`src/rtl/sync_midpoint_predictor.sv`:
```
// sync_midpoint_predictor: predicts the midpoint of the next opposite-side SYNC pulse
// from wrap-safe rise/fall midpoints and an averaged history of half-periods.
module sync_midpoint_predictor #(
  parameter int             TW        = 32,
  parameter int             LOG2_HIST = 2,
  parameter logic [TW-1:0]  MAX_PULSE = TW'('hFFFF)
) (
  input  logic          i_clk,
  input  logic          i_reset_n,
  input  logic [TW-1:0] i_lsync_rise_time,
  input  logic [TW-1:0] i_lsync_fall_time,
  input  logic [TW-1:0] i_rsync_rise_time,
  input  logic [TW-1:0] i_rsync_fall_time,
  input  logic          i_scan_dir,
  input  logic          i_sync_pulse,
  input  logic          i_clear,
  output logic [TW-1:0] o_pred_time,
  output logic          o_pred_valid,
  output logic          o_pred_dir,
  output logic          o_hist_full,
  output logic          o_err_width,
  output logic          o_err_dir
);
  localparam int DEPTH = 1 << LOG2_HIST;
  localparam int SW    = TW + LOG2_HIST;
  localparam int CW    = LOG2_HIST + 1;
  localparam int PW    = (LOG2_HIST > 0) ? LOG2_HIST : 1;

  logic [TW-1:0] w_rise, w_fall, w_d, w_mid;
  logic          w_werr;
  logic          r_s1_v, r_s1_dir, r_s1_werr;
  logic [TW-1:0] r_s1_mid;

  always_comb begin
    w_rise = i_scan_dir ? i_rsync_rise_time : i_lsync_rise_time;
    w_fall = i_scan_dir ? i_rsync_fall_time : i_lsync_fall_time;
    w_d    = w_fall - w_rise;
    w_mid  = w_rise + (w_d >> 1);
    w_werr = w_d > MAX_PULSE;
  end

  always_ff @(posedge i_clk or negedge i_reset_n) begin
    if (!i_reset_n) begin
      r_s1_v    <= 1'b0;
      r_s1_dir  <= 1'b0;
      r_s1_werr <= 1'b0;
      r_s1_mid  <= '0;
    end else begin
      r_s1_v    <= i_sync_pulse & ~i_clear;
      r_s1_dir  <= i_scan_dir;
      r_s1_werr <= w_werr;
      r_s1_mid  <= w_mid;
    end
  end

  logic [TW-1:0] r_last_l, r_last_r;
  logic          r_lv, r_rv, r_have_dir, r_last_dir;
  logic [TW-1:0] r_hist [DEPTH];
  logic [PW-1:0] r_wp;
  logic [CW-1:0] r_count;
  logic [SW-1:0] r_sum;

  logic          w_tok, w_derr, w_opp_v, w_push, w_full, w_full_n;
  logic [TW-1:0] w_opp, w_h, w_evict, w_avg;
  logic [SW-1:0] w_sum_n;
  logic [CW-1:0] w_count_n;
  logic [PW-1:0] w_wp_n;

  // Every piece of shared state is read and written only here, so back-to-back tokens need no forwarding.
  always_comb begin
    w_tok     = r_s1_v & ~r_s1_werr & ~i_clear;
    w_derr    = r_have_dir & (r_s1_dir == r_last_dir);
    w_opp_v   = r_s1_dir ? r_lv : r_rv;
    w_opp     = r_s1_dir ? r_last_l : r_last_r;
    w_push    = w_tok & ~w_derr & w_opp_v;
    w_h       = r_s1_mid - w_opp;
    w_full    = r_count == CW'(DEPTH);
    w_evict   = w_full ? r_hist[r_wp] : '0;
    w_sum_n   = r_sum + SW'(w_h) - SW'(w_evict);
    w_count_n = w_full ? r_count : r_count + 1'b1;
    w_full_n  = w_count_n == CW'(DEPTH);
    w_avg     = w_full_n ? TW'(w_sum_n >> LOG2_HIST) : w_h;
    w_wp_n    = (r_wp == PW'(DEPTH - 1)) ? '0 : r_wp + 1'b1;
  end

  always_ff @(posedge i_clk or negedge i_reset_n) begin
    if (!i_reset_n) begin
      r_last_l   <= '0;
      r_last_r   <= '0;
      r_lv       <= 1'b0;
      r_rv       <= 1'b0;
      r_have_dir <= 1'b0;
      r_last_dir <= 1'b0;
      r_wp       <= '0;
      r_count    <= '0;
      r_sum      <= '0;
      for (int i = 0; i < DEPTH; i++) r_hist[i] <= '0;
    end else if (i_clear) begin
      r_lv       <= 1'b0;
      r_rv       <= 1'b0;
      r_have_dir <= 1'b0;
      r_wp       <= '0;
      r_count    <= '0;
      r_sum      <= '0;
    end else if (w_tok) begin
      if (r_s1_dir) begin
        r_last_r <= r_s1_mid;
        r_rv     <= 1'b1;
      end else begin
        r_last_l <= r_s1_mid;
        r_lv     <= 1'b1;
      end
      r_have_dir <= 1'b1;
      r_last_dir <= r_s1_dir;
      if (w_push) begin
        r_hist[r_wp] <= w_h;
        r_wp         <= w_wp_n;
        r_sum        <= w_sum_n;
        r_count      <= w_count_n;
      end
    end
  end

  logic          r_s2_pred, r_s2_derr, r_s2_werr, r_s2_dir;
  logic [TW-1:0] r_s2_mid, r_s2_avg;

  always_ff @(posedge i_clk or negedge i_reset_n) begin
    if (!i_reset_n) begin
      r_s2_pred <= 1'b0;
      r_s2_derr <= 1'b0;
      r_s2_werr <= 1'b0;
      r_s2_dir  <= 1'b0;
      r_s2_mid  <= '0;
      r_s2_avg  <= '0;
    end else begin
      r_s2_pred <= w_push;
      r_s2_derr <= w_tok & w_derr;
      r_s2_werr <= r_s1_v & r_s1_werr & ~i_clear;
      r_s2_dir  <= r_s1_dir;
      r_s2_mid  <= r_s1_mid;
      r_s2_avg  <= w_avg;
    end
  end

  always_ff @(posedge i_clk or negedge i_reset_n) begin
    if (!i_reset_n) begin
      o_pred_time  <= '0;
      o_pred_valid <= 1'b0;
      o_pred_dir   <= 1'b0;
      o_err_width  <= 1'b0;
      o_err_dir    <= 1'b0;
    end else begin
      o_pred_valid <= r_s2_pred & ~i_clear;
      o_err_width  <= r_s2_werr & ~i_clear;
      o_err_dir    <= r_s2_derr & ~i_clear;
      if (r_s2_pred & ~i_clear) begin
        o_pred_time <= r_s2_mid + r_s2_avg;
        o_pred_dir  <= ~r_s2_dir;
      end
    end
  end

  assign o_hist_full = w_full;
endmodule
```
`config.mk`:
```
export PLATFORM = sky130hd
export DESIGN_NAME = sync_midpoint_predictor
export DESIGN_NICKNAME = d
export VERILOG_FILES = /design/src/rtl/sync_midpoint_predictor.sv
export SDC_FILE = /design/constraint.sdc
export NUM_CORES = 1
export LEC_CHECK = 0
export CAP_MARGIN = 20
export CELL_PAD_IN_SITES_DETAIL_PLACEMENT = 0
export CELL_PAD_IN_SITES_GLOBAL_PLACEMENT = 1
export CORE_ASPECT_RATIO = 1.4
export CORE_MARGIN = 3
export CORE_UTILIZATION = 40
export CTS_CLUSTER_DIAMETER = 50
export DETAILED_ROUTE_END_ITERATION = 10
export GPL_TIMING_DRIVEN = 0
export HOLD_SLACK_MARGIN = 0.15
export PLACE_DENSITY_LB_ADDON = 0.1
export SLEW_MARGIN = 10
export SYNTH_ARGS = -nofsm -noshare
export SYNTH_HDL_FRONTEND = slang
export SYNTH_SLANG_ARGS = --single-unit
```
`constraint.sdc`:
```
create_clock -name i_clk -period 12.3 [get_ports i_clk]
set_input_delay 3.075 -clock i_clk [delete_from_list [all_inputs] [get_ports i_clk]]
set_output_delay 3.075 -clock i_clk [all_outputs]
set_load 0.01 [all_outputs]
```
==> impl_results.md, run 1 <==
* RSZ-0062 raised after global routing: false
* YS warnings at 0
* DRT antenna net count at 0
* I/O Buffers at 169
* Final WS setup at 3.025 ns
* Synth area leader: dfrtp_1
* H-tree Lvls at 2
* Post-route core utilization at 47.58%
* Fillers at approximately 5,600
* CP Launch Type: input pin
* Kind of cell adding the most delay to the critical path: compound AO/OA/AOI/OAI gates
* CTS tree: built
* Clock Power Share at 16.1%
* All-layer global routing usage at 20.36%
* Hold_buf cts at 0
* Top-count cell post-synth: dfrtp_1
* Worst-Margin Slew at approximately 1.2 ns
* Synth Register Bits at 374
* Synth Area in XOR/XNOR at between 5 and 6%
* Starting Density at between 40% and 50%
* Total power at 7.469 mW
* Post-CTS setup buffer count at 0
* Die Height at between 200 and 300 µm
* CP bufs+invs at 4
* Outcome: finished clean
* Final Setup Violations at 0
* Fin. Hold Viols at 0
* CTS sink cnt at 374
* Max rail drop VDD at between 0.0001 and 0.00015 V
* Fin crit share at 75.41%
* Critical Path Max Stage Delay at about 0.8 ns
* Via Count at 17,868
* Gr ovfl total at 0
* CP endpoint kind: register
* Worst Path Max Fanout at 10
* Non-filler instance count after layout at 3,383
* Net switching power figure at between 3 and 4 mW
* Dpl ws at 2.277 ns
* Cell breakdown of the critical path: clkdlybuf4s50_1 -> clkbuf_1 -> buf_1 -> mux2i_1 -> ha_1 -> inv_1 -> fa_1 -> a21oi_1 -> o21ai_1 -> a22oi_1 -> o21ba_2 -> xnor2_1 -> ha_1 -> and3_1 -> and3_1 -> a211oi_1 -> o21ai_0 -> a31o_2 -> a21oi_1 -> a21oi_1 -> xor2_1
* Post-synthesis simple-gate area fraction at 10.96%
* Top cells by count, synth: 374 x dfrtp_1, 285 x nand2_1, 259 x o21ai_0, 184 x inv_1, 164 x ha_1
* Root Driver: clkbuf_16
* Placed Instances at 3,312
* Drt via density at 5.282
* Power density over the cells at ~270 nW/µm²
* DR DRC count at 0
* Layout area overhead at 17.25%
* Layout cell share with drive strength beyond 1 at between 8 and 9%
* Hpwl dp at 50,860 µm
* Synth Area in Adders at 11.83%
* Slew HR at 21.73%
* Area share of the largest cell type after synthesis at approximately two fifths
* Most frequent cell on the critical path: a21oi_1
* # rows at 104
* Gpl congestion at 0.8845
* Die area at 61,590 µm²
* Pint at around 3.9 mW
* Max Slew Vio Count at 0
* Clock tree buffer depth at 3
* Sequential share of the synthesized area at 39.92%
* Net switching fraction of the power at 47.18%
* Number of flops mapped to enable cells by yosys at 0
* Area contributors post-synth: dfrtp_1 40%, ha_1 8.8%, o21ai_0 5.5%, mux2_2 4.7%, nand2_1 4.6%
* Post-CTS resize count at 0
* Fmax at 0.1078 GHz
* Final wirelength at 62,260 µm
* CTS clk-pin slew, worst paths at about 0.06 ns
* Fin crit period at between 9 and 10 ns
* Wire per inst at 18.40 µm
* MaxCap Viol Count at 0
* Worst Skew at 0.01943 ns
* Met3 WL at between 1500 and 2000 µm
* Number of diodes at 0
* Nets at 2,946
* Worst Path Arrival at 9.69 ns
* Met1 wire length at 25,630 µm
* Max Used Layer: met4
* Total CTS buffers at 40
* Part of the power in registers at 20.9%
* Clk_lat worst skew at roughly 0.55 ns
* Min-delay worst type: register to register
* Syn Std Cell Area at ~23,000 µm²
* Die X at 210.6 µm
* Compound-gate portion of the synthesized area at 16.70%
* Metal2 WL at 33,100 µm
* Core ar. at ~58,000 µm²
* I/O pins at 170
* DRT iter0 DRCs at 730
* DRT Pass-1 Iters at 4
* Req. time, crit path at 12.72 ns
* Number of global-route vias before repair at 19,135
* Post-synthesis mux area share at 10.93%
* Kind of critical path: input pin to register
* Distinct cells, synth at 73
* Slowest cell on the critical path: buf_1
* Mapped Nets at 2,730
* FFs w/ async S/R, synth at 100.0%
* Mapped Cells at ~2,400
* Largest net degree at the start of global routing at 114
* Combinational share of power at a little over three fifths
* Primary FF master, synth: dfrtp_1
* P_leak at about 13 nW
* TNS Setup at 0 ns
* Initial antenna violation count at 0
* Global-route wire length before repair at roughly 100,000 µm
* Avg Inst Size Synth at 9.781 µm²
* Main combinational cell family by area after synthesis: compound AO/OA/AOI/OAI gates
## metal layers
| layer | up-vias | global-route usage, % |
|---|---|---|
| met2 | 316 | 39.04 |
| li1 | 8852 | - |
| met5 | - | 0 |
| met1 | 8602 | 23.92 |
| met3 | 98 | 1.746 |
| met4 | 0 | 6.178 |
## flip-flops by register name, indices dropped and copies added, names as in the netlist, 2 cells and up
register,flops
r_hist,128
r_sum,34
o_pred_time,32
r_last_l,32
r_last_r,32
r_s1_mid,32
r_s2_avg,32
r_s2_mid,32
r_count,3
r_wp,2
## cells by family after synthesis
logic type,count (synthesis)
buffers and inverters,274
xor gates and xnor gates,141
AOI/OAI and AO/OA,646
DFF,374
muxes,204
and+or+nand+nor,558
adders and majority gates,200
## metrics by stage
stage | hold slack [ns] | instance area (µm²)
2_1_floorplan | 0.3519 | 23450
3_3_place_gp | 0.4061 | 26070
3_5_place_dp | 0.4183 | 26180
4_1_cts | 0.4243 | 27490
5_1_grt | 0.4438 | 27490
6_report | 0.4239 | 27490
## final timing paths
check	slack [ns]	endpoint	depth (start not counted)	startpoint
setup / recovery	3.02	r_s1_mid[25]$_DFF_PN0_	21	i_scan_dir
hold / removal	0.42	r_s2_mid[15]$_DFF_PN0_	0	r_s1_mid[15]$_DFF_PN0_
setup reg to reg	3.75	r_s2_avg[30]$_DFF_PN0_	26	r_s1_dir$_DFF_PN0_
hold reg to reg	0.42	r_s2_mid[15]$_DFF_PN0_	0	r_s1_mid[15]$_DFF_PN0_
max in group asynchronous	8.28	r_last_l[28]$_DFFE_PN0P_	4	i_reset_n
min in group asynchronous	2.40	o_pred_time[5]$_DFFE_PN0P_	1	i_reset_n
## power groups by stage
stage / combinational [mW] / sequential, mW / clock, mW
final: 4.70 / 1.56 / 1.20
after CTS: 4.72 / 1.56 / 1.25
after global routing: 5.30 / 1.58 / 1.29
after floorplan: 3.55 / 1.49 / 0
after detailed placement: 4.68 / 1.58 / 0
after global placement: 4.66 / 1.58 / 0
## final cells by class
| cell class | instances | area (µm²) | share of cell area (%) |
|---|---|---|---|
| flip-flops and latches | 374 | 9359 | 34.04 |
| plain buffers | 88 | 330.3 | 1.202 |
| inverters | 186 | 698.2 | 2.540 |
| repair buffers | 174 | 1812 | 6.591 |
| well taps | 742 | 928.4 | 3.377 |
| clock buffers | 51 | 1092 | 3.973 |
| multi-input cells | 1749 | 13060 | 47.50 |
| clock inverters | 19 | 212.7 | 0.7737 |
## cells in the final DEF, fill, tap and decap left out, types with 61 or more instances in the layout
cell	Yosys	layout
a21o_1	61	61
a21oi_1	143	143
clkbuf_1	76	82
clkdlybuf4s50_1	0	168
dfrtp_1	374	374
ha_1	164	164
inv_1	184	184
mux2_2	97	97
mux2i_1	75	75
nand2_1	285	285
nor2_1	75	75
o21ai_0	259	259
xnor2_1	87	87
Power figures use the tool's default switching activity.
==> run 2, diff against run 1 <==
==> constraint.sdc (replaced) <==
create_clock -name i_clk -period 8.5 [get_ports i_clk]
set_input_delay 2.125 -clock i_clk [delete_from_list [all_inputs] [get_ports i_clk]]
set_output_delay 2.125 -clock i_clk [all_outputs]
set_load 0.01 [all_outputs]
==> impl_results.md, run 2 (synthesis gave the netlist of run 1 again) <==
* Flop2flop setup slack at between 0.6 and 0.7 ns
* Global-route wire length before repair at 100,900 µm
* Via Count at about 18,000
* Initial antenna violation count at 0
* Total CTS buffers at 40
* Non-filler instance count after layout at 3,383
* Worst-Margin Slew at 1.166 ns
* H-tree Lvls at 2
* Slew HR at 21.71%
* P_leak at 12.53 nW
* Max rail drop VDD at 0.0001905 V
* Max Slew Vio Count at 0
* Final wirelength at 62,290 µm
* Clock tree buffer depth at 3
* Min-delay worst type: register to register
* Biggest register: r_hist
* Starting Density at 40.58%
* DRT Pass-1 Iters at 5
* Gpl congestion at 0.8845
* Most common cell after layout, fill and taps aside: dfrtp_1
* Min-Delay Endpoint: r_s2_mid[15]$_DFF_PN0_
* Die Height at 292.5 µm
* Fmax at 0.1271 GHz
* Largest net degree at the start of global routing at between 100 and 150
* DRT antenna net count at 0
* Nets at 2,945
* Commonest non-fill, non-tap cells in the layout: 374 x dfrtp_1, 285 x nand2_1, 259 x o21ai_0
* I/O pins at between 150 and 200
* Power density over the cells at 393.4 nW/µm²
* Hold Crit Depth at 0
* Root Driver: clkbuf_16
* Gr ovfl total at 0
* Critical R2R Launch: r_s1_dir$_DFF_PN0_
* Die area at 61,590 µm²
* # rows at 104
* Worst Path Arrival at ~8.2 ns
* CTS clk-pin slew, worst paths at 0.06 ns
* CP Launch Type: register
* RR Endpoint: r_s2_avg[30]$_DFF_PN0_
* Worst Skew at 0.01916 ns
* Layout cell share with drive strength beyond 1 at 8.523%
* Core ar. at 57,780 µm²
* Critical Path Max Stage Delay at 0.76 ns
* Register area at 9359 µm²
* Hpwl dp at just over 50,000 µm
* MaxCap Viol Count at 0
* CTS sink cnt at 374
* Hold Crit Start: r_s1_mid[15]$_DFF_PN0_
* DP Area at 26,180 µm²
* Slowest cell on the critical path: dfrtp_1
* CTS tree: built
* CP endpoint kind: register
* Die X at 210.6 µm
* Multi-input logic area at between 10,000 and 15,000 µm²
* Placed Instances at 3,312
* Number of global-route vias before repair at 19,135
* Post-route cell area at ~28,000 µm²
* Top Registers: r_hist (128), r_sum (34)
* Layout area overhead at 17.38%
* Drt via density at 5.282
* All-layer global routing usage at between 20% and 30%
* Cell breakdown of the critical path: clkbuf_2 -> mux2i_1 -> fa_1 -> a211oi_1 -> o21ai_0 -> a21oi_1 -> o21ai_0 -> a21o_1 -> a21oi_1 -> o21bai_1 -> a21oi_1 -> xor2_2 -> fa_1 -> inv_1 -> ha_1 -> and3_1 -> a221o_1 -> a2111oi_0 -> o21ai_0 -> a41oi_1 -> o21ai_1 -> a311oi_1 -> xor2_1 -> mux2i_1
* Fin. Hold Viols at 0
* Req. time, crit path at 8.86 ns
* RSZ-0062 raised after global routing: false
* Clk_lat worst skew at approximately 0.55 ns
* R2r worst-path depth at 24
* Kind of critical path: register to register
* Outcome: finished clean
* Worst Path Max Fanout at 12
* DR DRC count at 0
* I/O Buffers at 169
* Wire per inst at 18.41 µm
* DRT iter0 DRCs at 686
* Final Setup Violations at 0
* Fillers at 5,616
* Max FFs per register at approximately 130
* Fin crit share at 92.54%
* Fin crit period at 7.866 ns
## run 2: changes by cell type in the layout (fill, tap and decap cells not counted)
cell / before / now
o31ai_2: 0 / 1
buf_1: 12 / 9
a211oi_1: 8 / 7
o31ai_1: 35 / 34
diode_2: 0 / 1
clkbuf_1: 82 / 79
clkbuf_2: 0 / 5
xor2_1: 54 / 52
xor2_2: 0 / 2
a211oi_2: 0 / 1
## run 2: layout make-up
| type | count | share of cell area [%] |
|---|---|---|
| antenna | 1 | 0.009093 |
| buffer | 87 | 1.209 |
| inverter | 186 | 2.537 |
| clock inverter | 19 | 0.7729 |
| clock buffer | 51 | 3.969 |
| timing repair buffer | 174 | 6.583 |
| sequential | 374 | 34.01 |
| tap | 742 | 3.373 |
| multi-input combinational | 1749 | 47.54 |
## run 2: how the worst max path moves through the flow
stage	end	startpoint
final	r_s2_avg[30]$_DFF_PN0_	r_s1_dir$_DFF_PN0_
after global routing	r_s2_avg[30]$_DFF_PN0_	r_s1_dir$_DFF_PN0_
after CTS	r_s1_mid[25]$_DFF_PN0_	i_scan_dir
after detailed placement	r_s1_mid[25]$_DFF_PN0_	i_scan_dir
after global placement	r_last_r[28]$_DFFE_PN0P_	i_reset_n
after floorplan	r_s1_mid[25]$_DFF_PN0_	i_scan_dir
## run 2: per-layer routing
metal	vias to the layer above	track usage [%]	wire (µm)
met5	-	0	0
met4	0	6.178	1920
met3	100	1.746	1532
met2	309	39.05	33090
met1	8610	23.91	25750
li1	8851	-	-
## run 2: what timing repair did
item                       CTS  global route
setup endpoints to repair    3            13
buffers inserted             0             0
gates resized for setup      2            10
hold buffers                 0             0
## run 2: stage by stage
step | util (%) | hold WS [ns] | setup TNS [ns] | setup WS, ns | power [mW]
after floorplan | - | 0.3519 | 0 | 1.670 | 7.287
after global placement | 45.11 | 0.4061 | -4188.72 | -11.28 | 9.026
after detailed placement | 45.31 | 0.4183 | -3.191 | -0.5730 | 9.069
after CTS | 47.58 | 0.4243 | 0 | 0.006358 | 10.89
after global routing | 47.63 | 0.4438 | 0 | 0.1923 | 11.84
final | 47.63 | 0.4232 | 0 | 0.6338 | 10.83
## run 2: worst max-delay path: cells and delay by family (launching register included)
kind	cells	cell delay (ns)
AO/OA/AOI/OAI	14	3.97
adder cells (fa/ha/maj)	3	1.23
flip-flops	1	0.76
XOR/XNOR	2	0.64
buffers and inverters	2	0.51
multiplexers	2	0.33
AND/OR/NAND/NOR	1	0.22
## run 2: where the power goes
group | total [mW] | leakage, nW | switching (mW) | internal [mW]
clock network | 1.74 | 0.638 | 0.732 | 1.01
registers | 2.26 | 4.99 | 0.235 | 2.03
logic | 6.82 | 6.90 | 4.15 | 2.68
==> run 3, diff against run 2 <==
--- a/config.mk
+++ b/config.mk
@@ -15,8 +15,9 @@
 export DETAILED_ROUTE_END_ITERATION = 10
 export GPL_TIMING_DRIVEN = 0
 export HOLD_SLACK_MARGIN = 0.15
-export PLACE_DENSITY_LB_ADDON = 0.1
+export PLACE_DENSITY = 0.75
 export SLEW_MARGIN = 10
 export SYNTH_ARGS = -nofsm -noshare
 export SYNTH_HDL_FRONTEND = slang
 export SYNTH_SLANG_ARGS = --single-unit
+export TNS_END_PERCENT = 50
==> impl_results.md, run 3 (synthesis gave the netlist of run 1 again) <==
* Fmax at around 0.12 GHz
* Fillers at 5,562
* DRT antenna net count at 0
* Hpwl dp at 50,010 µm
* Fin crit period at 8.021 ns
* Commonest non-fill, non-tap cells in the layout: 374 x dfrtp_1, 285 x nand2_1, 259 x o21ai_0
* Worst Skew at 0.02425 ns
* Nets at 2,941
* Clock tree buffer depth at 3
* Slew HR at 25.89%
* Layout area overhead at 17.07%
* WHS at 0.4395 ns
* I/O Buffers at 169
* Min-delay worst type: register to register
* Layout cell share with drive strength beyond 1 at 8.197%
* Kind of cell adding the most delay to the critical path: compound AO/OA/AOI/OAI gates
* I/O pins at 170
* Gr ovfl total at 0
* Post-CTS setup buffer count at 0
* CP Launch Type: input pin
* P_leak at approximately 12 nW
* Worst Path Arrival at ~8.5 ns
* DP Area at 26,150 µm²
* Top Registers: r_hist (128), r_sum (34)
* Req. time, crit path at 8.96 ns
* DRT iter0 DRCs at between 600 and 700
* Most common cell after layout, fill and taps aside: dfrtp_1
* CTS sink cnt at around 370
* Core ar. at 57,780 µm²
* Wire per inst at ~18 µm
* Final Setup Violations at 0
* Drt via density at 5.345
* # rows at 104
* Critical Path Max Stage Delay at 0.60 ns
* Global-route wire length before repair at roughly 98,000 µm
* CTS clk-pin slew, worst paths at 0.06 ns
* Outcome: finished clean
* Post-route cell area at between 20,000 and 30,000 µm²
* H-tree Lvls at 2
* All-layer global routing usage at 19.76%
* Number of global-route vias before repair at between 15,000 and 20,000
* Biggest register: r_hist
* Fin. Hold Viols at 0
* Hold_buf cts at 0
* Gpl congestion at 0.8796
* Die Height at around 290 µm
* DRT Pass-1 Iters at 5
* CP endpoint kind: register
* RSZ-0062 raised after global routing: false
* Max FFs per register at 128
* Largest net degree at the start of global routing at 98
* Clk_lat worst skew at 0.55 ns
* Starting Density at about two fifths
* Via Count at 18,057
* Power density over the cells at 392.9 nW/µm²
* Max Slew Vio Count at 0
* Most frequent cell on the critical path: a21oi_1
* CTS tree: built
* Slowest cell on the critical path: clkdlybuf4s15_2
* Die area at between 60,000 and 70,000 µm²
* CP bufs+invs at 4
* Root Driver: clkbuf_16
* Kind of critical path: input pin to register
* MaxCap Viol Count at 0
* Final wirelength at 61,420 µm
* Total CTS buffers at 37
* Fin crit share at 94.37%
* DR DRC count at 0
* Worst Path Max Fanout at 10
* Initial antenna violation count at 2
* Worst-Margin Slew at approximately 1.1 ns
* Max rail drop VDD at roughly 0.00019 V
* Die X at between 200 and 250 µm
==> run 3: cell count changes in the layout (fill, tap and decap cells not counted), sizes merged <==
| cell | change |
|---|---|
| clkinv | -4 |
| buf | -2 |
| clkbuf | +2 |
| clkdlybuf4s15 | +2 |
| clkinvlp | -2 |
| inv | -1 |
==> run 3: cell type report <==
cell class / instances / area [µm²] / area share (%)
multi-input cells: 1749 / 13080 / 47.64
clock inverters: 12 / 175.2 / 0.6382
plain buffers: 88 / 349.1 / 1.272
repair buffers: 172 / 1779 / 6.483
diodes: 1 / 2.502 / 0.009117
flip-flops and latches: 374 / 9359 / 34.10
inverters: 186 / 698.2 / 2.544
well taps: 742 / 928.4 / 3.383
clock buffers: 54 / 1080 / 3.934
==> run 3: power by group <==
group	switching, mW	internal (mW)	total (mW)
clock	0.708	0.983	1.69
combinational	4.17	2.67	6.84
sequential	0.226	2.03	2.25
==> run 3: timing repair <==
| action | in CTS | in global routing |
|---|---|---|
| endpoints found under the hold margin | 0 | 0 |
| gates resized for setup | 6 | 5 |
| setup endpoints to repair | 2 | 6 |
==> run 3: layer usage <==
metal / routed length (µm) / up-vias / GRT usage [%]
met1: 24860 / 8705 / 23.00
li1: - / 8858 / -
met3: 2083 / 117 / 1.918
met4: 2114 / 0 / 7.127
met2: 32360 / 377 / 37.43
met5: 0 / - / 0
==> run 3: per-stage QoR <==
| step | setup TNS, ns | std cells | util, % | setup slack (ns) | total power, mW |
|---|---|---|---|---|---|
| 2_1_floorplan | 0 | 2397 | - | 1.670 | 7.287 |
| 3_3_place_gp | -3981.61 | 3308 | 45.11 | -10.70 | 8.978 |
| 3_5_place_dp | -4.173 | 3311 | 45.27 | -0.6758 | 9.053 |
| 4_1_cts | 0 | 3377 | 47.47 | 0.1034 | 10.81 |
| 5_1_grt | 0 | 3377 | 47.50 | 0.06676 | 11.74 |
| 6_report | 0 | 3378 | 47.51 | 0.4789 | 10.78 |
==> run 3: path summary, 6_finish.rpt <==
kind | end | slack (ns) | startpoint | cells past startpoint
hold reg to reg | r_s2_mid[23]$_DFF_PN0_ | 0.44 | r_s1_mid[23]$_DFF_PN0_ | 0
setup reg to reg | r_s2_avg[30]$_DFF_PN0_ | 0.66 | r_s1_dir$_DFF_PN0_ | 25
min in group asynchronous | r_last_r[6]$_DFFE_PN0P_ | 1.56 | i_reset_n | 1
max in group asynchronous | r_hist[60]$_DFFE_PN0P_ | 5.52 | i_reset_n | 3
hold / removal | r_s2_mid[23]$_DFF_PN0_ | 0.44 | r_s1_mid[23]$_DFF_PN0_ | 0
setup / recovery | r_s1_mid[31]$_DFF_PN0_ | 0.48 | i_scan_dir | 25
